**src/rtl/serial_subtractor.sv**
```systemverilog
// serial_subtractor: bit-serial WIDTH-bit subtractor, D = A - B - Bin, LSB first.
// One difference bit is produced per clock under a start/busy/done handshake.
//
// Ports:
//   clk    rising-edge clock
//   rst_n  synchronous active-low reset
//   start  operation request, only sampled while idle
//   a      minuend, captured on an accepted start
//   b      subtrahend, captured on an accepted start
//   bin    borrow-in, captured on an accepted start
//   busy   high while bits are being processed
//   done   one-cycle pulse, d/bout hold the new result
//   d      difference (A - B - Bin) mod 2^WIDTH
//   bout   borrow-out, 1 when A < B + Bin (unsigned)
module serial_subtractor #(
   parameter int unsigned WIDTH = 4
) (
   input  logic             clk,
   input  logic             rst_n,
   input  logic             start,
   input  logic [WIDTH-1:0] a,
   input  logic [WIDTH-1:0] b,
   input  logic             bin,
   output logic             busy,
   output logic             done,
   output logic [WIDTH-1:0] d,
   output logic             bout
);

   localparam int unsigned CntW = $clog2(WIDTH);
   localparam logic [CntW-1:0] LastCnt = CntW'(WIDTH - 1);

   typedef enum logic [1:0] {StIdle, StShift, StDone} state_e;

   state_e            state_q, state_d;
   logic [WIDTH-1:0]  a_q, a_d;
   logic [WIDTH-1:0]  b_q, b_d;
   logic [WIDTH-1:0]  res_q, res_d;
   logic              br_q, br_d;
   logic [CntW-1:0]   cnt_q, cnt_d;
   logic [WIDTH-1:0]  d_q, d_d;
   logic              bout_q, bout_d;

   logic              diff;
   logic              br_next;

   // Full-subtractor cell on the current LSBs.
   assign diff    = a_q[0] ^ b_q[0] ^ br_q;
   assign br_next = (~a_q[0] & b_q[0]) | (~(a_q[0] ^ b_q[0]) & br_q);

   always_comb begin
      state_d = state_q;
      a_d     = a_q;
      b_d     = b_q;
      res_d   = res_q;
      br_d    = br_q;
      cnt_d   = cnt_q;
      d_d     = d_q;
      bout_d  = bout_q;
      unique case (state_q)
         StIdle: begin
            if (start) begin
               a_d     = a;
               b_d     = b;
               br_d    = bin;
               res_d   = '0;
               cnt_d   = '0;
               state_d = StShift;
            end
         end
         StShift: begin
            // Result fills from the MSB so bit 0 lands in place after WIDTH shifts.
            res_d = {diff, res_q[WIDTH-1:1]};
            a_d   = a_q >> 1;
            b_d   = b_q >> 1;
            br_d  = br_next;
            cnt_d = cnt_q + CntW'(1);
            if (cnt_q == LastCnt) begin
               d_d     = {diff, res_q[WIDTH-1:1]};
               bout_d  = br_next;
               state_d = StDone;
            end
         end
         StDone: begin
            state_d = StIdle;
         end
         default: begin
            state_d = StIdle;
         end
      endcase
   end

   always_ff @(posedge clk) begin
      if (!rst_n) begin
         state_q <= StIdle;
         a_q     <= '0;
         b_q     <= '0;
         res_q   <= '0;
         br_q    <= 1'b0;
         cnt_q   <= '0;
         d_q     <= '0;
         bout_q  <= 1'b0;
      end else begin
         state_q <= state_d;
         a_q     <= a_d;
         b_q     <= b_d;
         res_q   <= res_d;
         br_q    <= br_d;
         cnt_q   <= cnt_d;
         d_q     <= d_d;
         bout_q  <= bout_d;
      end
   end

   assign busy = (state_q == StShift);
   assign done = (state_q == StDone);
   assign d    = d_q;
   assign bout = bout_q;

endmodule

```
**config.mk**
```make
export PLATFORM = sky130hd
export DESIGN_NAME = serial_subtractor
export DESIGN_NICKNAME = d
export VERILOG_FILES = /design/src/rtl/serial_subtractor.sv
export SDC_FILE = /design/constraint.sdc
export NUM_CORES = 1
export LEC_CHECK = 0
export ABC_AREA = 1
export CAP_MARGIN = 20
export CORE_ASPECT_RATIO = 1.25
export CORE_MARGIN = 3
export CORE_UTILIZATION = 53
export CTS_BUF_LIST = sky130_fd_sc_hd__clkbuf_8 sky130_fd_sc_hd__clkbuf_16
export CTS_CLUSTER_SIZE = 24
export DETAILED_ROUTE_END_ITERATION = 12
export GPL_ROUTABILITY_DRIVEN = 0
export HOLD_SLACK_MARGIN = 0.03
export PLACE_DENSITY = 0.82
export SYNTH_ARGS = -nofsm -noshare
export SYNTH_HDL_FRONTEND = slang
export SYNTH_SLANG_ARGS = --single-unit
```
**constraint.sdc**
```tcl
create_clock -name clk -period 2.4 [get_ports clk]
set_input_delay 0.36 -clock clk [delete_from_list [all_inputs] [get_ports clk]]
set_output_delay 0.36 -clock clk [all_outputs]
set_load 0.01 [all_outputs]
```
==> metrics, run 1 <==
outcome complete, no violations; Nets 158; DRC viols 0; grt total ovfl 0; Netlist cell types 18; sequential share of the synthesized area 44.44%; Cell Chain, Critical Path nand2_4 -> inv_2 -> clkdlybuf4s50_1; clk sinks 21; Slew Limit Fails 0; Resized Gates After CTS 0; diode count 0; drt first pass iters 4; Die Span Y 53.24 µm; final hold violations 0; cell taking the most area after synthesis dfxtp_1; r2r setup slk 0.98 ns; setup bufs post-CTS 0; syn avg cell area 7.507 µm²; largest net degree at the start of global routing 22; clk_skew 0.004953 ns; Synth Cell Area 945.9 µm²; Final Core Density 70.68%; dpl hpwl 1.446 mm; Vias 867; WP buf/inv 2; Port Buf Inserts 18; Die Footprint 0.002331 mm²; CTS Hold Buffers Added 0; area of the multi-input gates 405.4 µm²; GRT Overall Usage 20.62%; synthesized flop and latch total 21; I/O pins 19; crit-path max cell delay 0.56 ns; final antenna-violating net count 0; Slowest-stage cell, CP clkdlybuf4s50_1; f_max 481.8 MHz; layout filler cell count 138; Worst setup EP type output port; vias per inst 5.385; Leakage 0.5014 nW; top cells by count, synth nand3_1, dfxtp_1, nand2_1; WL per Instance 12.95 µm; Initial Utilization 58.33%; CP Class reg2out; layout cell share with drive strength beyond 1 6.294%; cell with the most instances after synthesis nand3_1; global-route wire length before repair 3.553 mm; Post-Route WL 2.085 mm; worst min path class reg2reg; yosys warns 0; number of max-cap violations 0; initial antenna violation count 0; VDD IR-drop max 0.4633 mV; vias in the first global route 882; total CTS buffers 3; worst-path maximum fanout 21; Worst-path clk slew 0.07 ns; clk_lat worst skew 0.26 ns; Req. time, crit path 2.04 ns; Worst EP arrival 1.72 ns; Yosys top cell area share 44.44%; Post-synth ARST share 0%; synth-to-layout area growth 21.16%; final instance area 0.001146 mm²; CTS tree done; CTS HTree Levels 1; Slew headroom 72.74%; cell row count 16; CTS root buffer clkbuf_8; Die W 43.79 µm; fin crit share 86.48%; Synthesized Nets 140; Worst-Margin Slew 0.4077 ns; TNS Setup 0 ns; CP Launch Type flip-flop; Final Non-Filler Cells 161; family with the most delay on the worst path buffers and inverters; Core Box Area 0.001622 mm²; cells after synthesis 126; Register Area 420.4 µm²; final setup fails 0; DP Cell Count 157; top cells by area, synth dfxtp_1, nand3_1, nand2_1; Primary FF master, synth dfxtp_1; PD cells 618.3 mW/mm²; unrepaired setup endpoints after global routing no; min Tclk post-route 2.076 ns; First DRT Iteration DRCs 19; area post-placement 0.001100 mm²; clock tree buffer depth 2; Post-synth EDFFs 0
-- path summary, 6_finish.rpt --
check	startpoint	end	cells after the start
setup / recovery	state_q[0]$_SDFFE_PN0P_	busy	3
hold / removal	cnt_q[0]$_SDFFE_PN0P_	cnt_q[0]$_SDFFE_PN0P_	1
setup reg to reg	state_q[0]$_SDFFE_PN0P_	bout$_SDFFE_PN0P_	5
hold reg to reg	cnt_q[0]$_SDFFE_PN0P_	cnt_q[0]$_SDFFE_PN0P_	1
-- metrics by stage --
stage               worst slack (ns)  hold slack [ns]  total power [mW]
detailed placement            0.6116           0.4544            0.4867
global route                  0.2384           0.4880            0.7392
finish                        0.3244           0.4594            0.7086
floorplan                      1.299           0.4292            0.4575
CTS                           0.3273           0.4625            0.7108
global placement              0.6540           0.4554            0.4832
-- area by class of cell --
type | count | area share (%)
multi-input combinational | 81 | 35.37
tap | 18 | 1.965
inverter | 19 | 6.223
clock buffer | 3 | 3.603
clock inverter | 1 | 0.4367
timing repair buffer | 18 | 15.72
sequential | 21 | 36.68
-- flip-flops by register name, indices dropped and copies added, names as in the netlist --
register,cells
bout,1
b_q,4
cnt_q,2
res_q,3
d,4
br_q,1
a_q,4
state_q,2
-- layer usage --
| layer | vias to the layer above | global-route usage, % | part of all wire (%) |
|---|---|---|---|
| met5 | - | 0 | 0 |
| met4 | 0 | 11.06 | 1.2 |
| met1 | 394 | 20.79 | 40 |
| li1 | 438 | - | - |
| met3 | 4 | 4.762 | 5.6 |
| met2 | 31 | 38.11 | 53 |
-- power breakdown --
part	switching, mW	leakage, nW	internal, mW
combinational	0.0566	0.304	0.0460
clock	0.112	0.0255	0.116
sequential	0.0125	0.171	0.365
total	0.182	0.501	0.527
-- worst register-to-register path, stage by stage (launching register included) --
cell and delay, ns:
dfxtp_1 0.50, nand2_4 0.21, nor2_1 0.27, inv_1 0.16, nand3_1 0.09, o21ai_0 0.09
-- kinds of logic (layout without fill, tap and decap cells) --
logic type | after synthesis | count (layout) | share of synthesized area (%)
fa+ha+maj | 2 | 2 | 3.439
simple gates | 62 | 62 | 30.16
flops | 21 | 21 | 44.44
buf+inv | 24 | 41 | 12.70
compound gates | 17 | 17 | 9.259
-- cell usage in the layout (no fill, tap or decap) --
cell type / instances
nand3_1: 28
nand2_1: 21
dfxtp_1: 21
clkdlybuf4s50_1: 18
inv_1: 16
a21oi_1: 11
nor2_1: 10
o21ai_0: 5
clkbuf_8: 3
inv_2: 2
nand2_4: 2
nand2_2: 1
clkinv_1: 1
o21a_1: 1
fa_1: 1
ha_1: 1
clkinv_2: 1
Note: power is estimated with default switching activity, not from simulation.
==> run 2, diff against run 1 <==
Settings changed: CORE_MARGIN 3 to default.
==> run 2 against run 1 <==
  * Non-clock buffer count is the same
  * Critical path depth unchanged
  * Largest power group unchanged
  * Critical path type unchanged
  * Wire length fell by 3.0%
  * Core utilization fell by 0.077 points
  * First-iteration DRC count increased by 5.3%
==> metrics, run 2 (synthesis gave the netlist of run 1 again) <==
Core Box Area 0.001622 mm²; diode count 0; WP buf/inv 2; layout cell share with drive strength beyond 1 5.594%; Nets 158; PD cells 615.8 mW/mm²; Vias 860; Req. time, crit path 2.04 ns; total CTS buffers 3; Die Footprint 0.001959 mm²; I/O pins 19; VDD IR-drop max 0.6891 mV; Worst EP arrival 1.73 ns; grt total ovfl 0; family with the most delay on the worst path buffers and inverters; final setup fails 0; TNS Setup 0 ns; WL per Instance 12.56 µm; global-route wire length before repair 3.208 mm; DP Cell Count 157; Final Non-Filler Cells 161; min Tclk post-route 2.088 ns; unrepaired setup endpoints after global routing no; First DRT Iteration DRCs 20; layout filler cell count 133; Slew headroom 74.98%; Die Span Y 49.24 µm; Slowest-stage cell, CP clkdlybuf4s50_1; initial antenna violation count 0; Port Buf Inserts 18; crit-path max cell delay 0.56 ns; Worst setup EP type output port; clock tree buffer depth 2; CTS Hold Buffers Added 0; final hold violations 0; CTS root buffer clkbuf_8; CTS HTree Levels 1; Worst-Margin Slew 0.3742 ns; drt first pass iters 4; clk_skew 0.002471 ns; setup bufs post-CTS 0; commonest non-fill, non-tap cell in the layout nand3_1; vias in the first global route 736; worst-path maximum fanout 21; number of max-cap violations 0; Slew Limit Fails 0; Initial Utilization 58.33%; GRT Overall Usage 24.05%; dpl hpwl 1.428 mm; DRC viols 0; commonest non-fill, non-tap cells in the layout nand3_1, nand2_1, dfxtp_1; vias per inst 5.342; outcome complete, no violations; largest net degree at the start of global routing 22; fin crit share 87.00%; Resized Gates After CTS 0; Worst-path clk slew 0.07 ns; CTS tree done; CP Class reg2out; clk sinks 21; synth-to-layout area growth 21.03%; f_max 478.9 MHz; clk_lat worst skew 0.26 ns; CP Launch Type flip-flop; cell row count 16; worst min path class reg2reg; final antenna-violating net count 0; Post-Route WL 2.022 mm; Cell Chain, Critical Path nand2_4 -> inv_2 -> clkdlybuf4s50_1; Die W 39.79 µm; Power Total 0.7050 mW; Leakage 0.5028 nW
run 2: final timing paths:
check / startpoint / to / slack [ns] / depth (start not counted)
worst max register to register: state_q[0]$_SDFFE_PN0P_ / d[0]$_SDFFE_PN0P_ / 1.04 / 5
worst max-delay path: state_q[0]$_SDFFE_PN0P_ / busy / 0.31 / 3
worst min-delay path: cnt_q[0]$_SDFFE_PN0P_ / cnt_q[0]$_SDFFE_PN0P_ / 0.47 / 1
worst min register to register: cnt_q[0]$_SDFFE_PN0P_ / cnt_q[0]$_SDFFE_PN0P_ / 0.47 / 1
run 2: layout make-up:
class	instances	area, µm²	area share, %
clock inverters	1	3.754	0.3279
multi-input cells	81	405.4	35.41
repair buffers	18	180.2	15.74
inverters	19	71.32	6.229
clock buffers	3	41.29	3.607
flip-flops and latches	21	420.4	36.72
well taps	18	22.52	1.967
run 2: metrics by stage:
stage | util [%] | worst slack [ns] | cell area [µm²] | hold slack [ns]
6_report | 70.60 | 0.3119 | 1145 | 0.4699
5_1_grt | 70.60 | 0.2499 | 1145 | 0.4913
4_1_cts | 70.60 | 0.3286 | 1145 | 0.4745
3_5_place_dp | 67.82 | 0.6181 | 1100 | 0.4618
3_3_place_gp | 67.82 | 0.6583 | 1100 | 0.4578
2_1_floorplan | - | 1.299 | 945.9 | 0.4292
run 2: routing by layer:
metal | share of wire (%) | wire, µm | vias up | track usage (%)
met3 | 4.1 | 82 | 4 | 2.740
met4 | 3.0 | 61 | 0 | 15.52
met5 | 0 | 0 | - | 0
li1 | - | - | 435 | -
met1 | 42 | 852 | 399 | 31.47
met2 | 51 | 1026 | 22 | 35.79
run 2: worst reg2reg max path: cells and delay by family, from the launching register on:
family	cells	cell delay, ns
flops	1	0.50
buf+inv	1	0.14
simple gates	4	0.62
run 2: report_power, final:
group | switching (mW) | internal, mW | leakage [nW]
Clock | 0.112 | 0.114 | 0.0269
Combinational | 0.0548 | 0.0453 | 0.304
Sequential | 0.0129 | 0.365 | 0.171
==> run 3, diff against run 2 <==
Settings changed: GPL_TIMING_DRIVEN from default to 0.
==> run 3 against run 2 <==
  * Wire length fell by 4.2%
  * Flip-flop and latch count did not move
  * First-iteration DRC count is 45% lower
  * Count of clock-buffer cells in the layout did not move
  * Hold slack got worse by 0.0036 ns
  * Register-to-register slack better by 0.16 ns
  * Core utilization increased by 3.0 points
  * Highest routed layer unchanged
==> metrics, run 3 (synthesis gave the netlist of run 1 again) <==
synth-to-layout area growth 26.19%; Initial Utilization 58.33%; Die Footprint 0.001959 mm²; diode count 0; Die Span Y 49.24 µm; CTS tree done; clock tree buffer depth 2; setup slack after layout 0.5581 ns; WL per Instance 11.67 µm; GRT Overall Usage 22.61%; commonest non-fill, non-tap cells in the layout nand3_1, nand2_1, dfxtp_1; DR WL met3 67 µm; Worst setup EP type output port; layout filler cell count 136; fin crit share 76.75%; Seq pwr share 52.7%; layout cell share with drive strength beyond 1 8.108%; Nets 163; vias in the first global route 739; Resized Gates After CTS 0; internal power 0.5350 mW; Vias 841; CTS HTree Levels 1; worst min path class reg2reg; area of the multi-input gates 405.4 µm²; f_max 542.9 MHz; final antenna-violating net count 0; cell row count 16; Gate power share 16.4%; dpl hpwl 1.418 mm; Final Non-Filler Cells 166; DRC viols 0; met2 WL 944 µm; unrepaired setup endpoints after global routing no; PD cells 595.9 mW/mm²; global-route wire length before repair 3.160 mm; worst-path maximum fanout 9; Core Box Area 0.001622 mm²; Slew Limit Fails 0; Req. time, crit path 2.04 ns; min Tclk post-route 1.842 ns; Leakage 0.5284 nW; CTS root buffer clkbuf_8; Worst EP arrival 1.48 ns; clk sinks 21; final setup fails 0; clk_lat worst skew 0.25 ns; initial antenna violation count 0; final hold violations 0; grt total ovfl 0; First DRT Iteration DRCs 11; Die W 39.79 µm; Slew headroom 72.41%; vias per inst 5.066; setup bufs post-CTS 0; CP Class reg2out; CTS Hold Buffers Added 0; commonest non-fill, non-tap cell in the layout nand3_1; Clock Power Share 30.9%; Worst-Margin Slew 0.4139 ns; VDD IR-drop max 0.4484 mV; DP Cell Count 162; clk_skew 0.001069 ns; DP Worst Slack 0.8248 ns; Post-Route WL 1.938 mm; max layer used met4; Net Sw Power 0.1763 mW; I/O pins 19; drt first pass iters 4; Worst-path clk slew 0.07 ns; CP Launch Type flip-flop; number of max-cap violations 0; Register Area 420.4 µm²; met1 WL 912 µm; Port Buf Inserts 18; total CTS buffers 3; largest net degree at the start of global routing 12; TNS Setup 0 ns; switching fraction of total power 24.78%; outcome complete, no violations
[run 3: cell types whose count changed in the layout (fill, tap and decap cells not counted), sizes merged]
cell	delta
buf	+4
clkbuf	+1
[run 3: per-stage QoR]
stage | cell area (µm²) | utilization, % | power [mW] | hold slack, ns
final | 1194 | 73.61 | 0.7113 | 0.4662
after global routing | 1194 | 73.61 | 0.7447 | 0.4960
after CTS | 1194 | 73.61 | 0.7127 | 0.4675
after detailed placement | 1149 | 70.83 | 0.4987 | 0.4551
after global placement | 1149 | 70.83 | 0.4960 | 0.4410
after floorplan | 945.9 | - | 0.4575 | 0.4292
[run 3: path summary, 6_finish.rpt]
| kind | startpoint | to | slack (ns) | depth (start not counted) |
|---|---|---|---|---|
| hold reg to reg | cnt_q[0]$_SDFFE_PN0P_ | cnt_q[0]$_SDFFE_PN0P_ | 0.47 | 1 |
| hold / removal | cnt_q[0]$_SDFFE_PN0P_ | cnt_q[0]$_SDFFE_PN0P_ | 0.47 | 1 |
| setup / recovery | state_q[1]$_SDFFE_PN0P_ | busy | 0.56 | 4 |
| setup reg to reg | b_q[0]$_SDFFE_PN0P_ | res_q[3]$_SDFFE_PN0P_ | 1.20 | 4 |
[run 3: layer usage]
layer / vias up / track usage (%)
met2: 15 / 35.52
met1: 378 / 31.38
met4: 0 / 6.897
met5: - / 0
li1: 446 / -
met3: 2 / 2.740
[run 3: final cells by class]
type | count | share of cell area, %
Inverter | 19 | 5.975
Sequential cell | 21 | 35.22
Tap cell | 18 | 1.887
Multi-Input combinational cell | 81 | 33.96
Clock inverter | 1 | 0.3145
Clock buffer | 3 | 3.459
Buffer | 5 | 4.088
Timing Repair Buffer | 18 | 15.09
[run 3: power groups by stage]
stage	sequential, mW	clock (mW)	combinational [mW]
finish	0.375	0.220	0.116
global route	0.377	0.238	0.130
CTS	0.375	0.221	0.117
detailed placement	0.383	0	0.116
global placement	0.382	0	0.114
floorplan	0.381	0	0.0768
[run 3: critical path, cell delays in order, from the launching register on]
cell and delay (ns):
dfxtp_1 0.33, inv_2 0.13, nand2_4 0.08, inv_2 0.14
clkdlybuf4s50_1 0.56
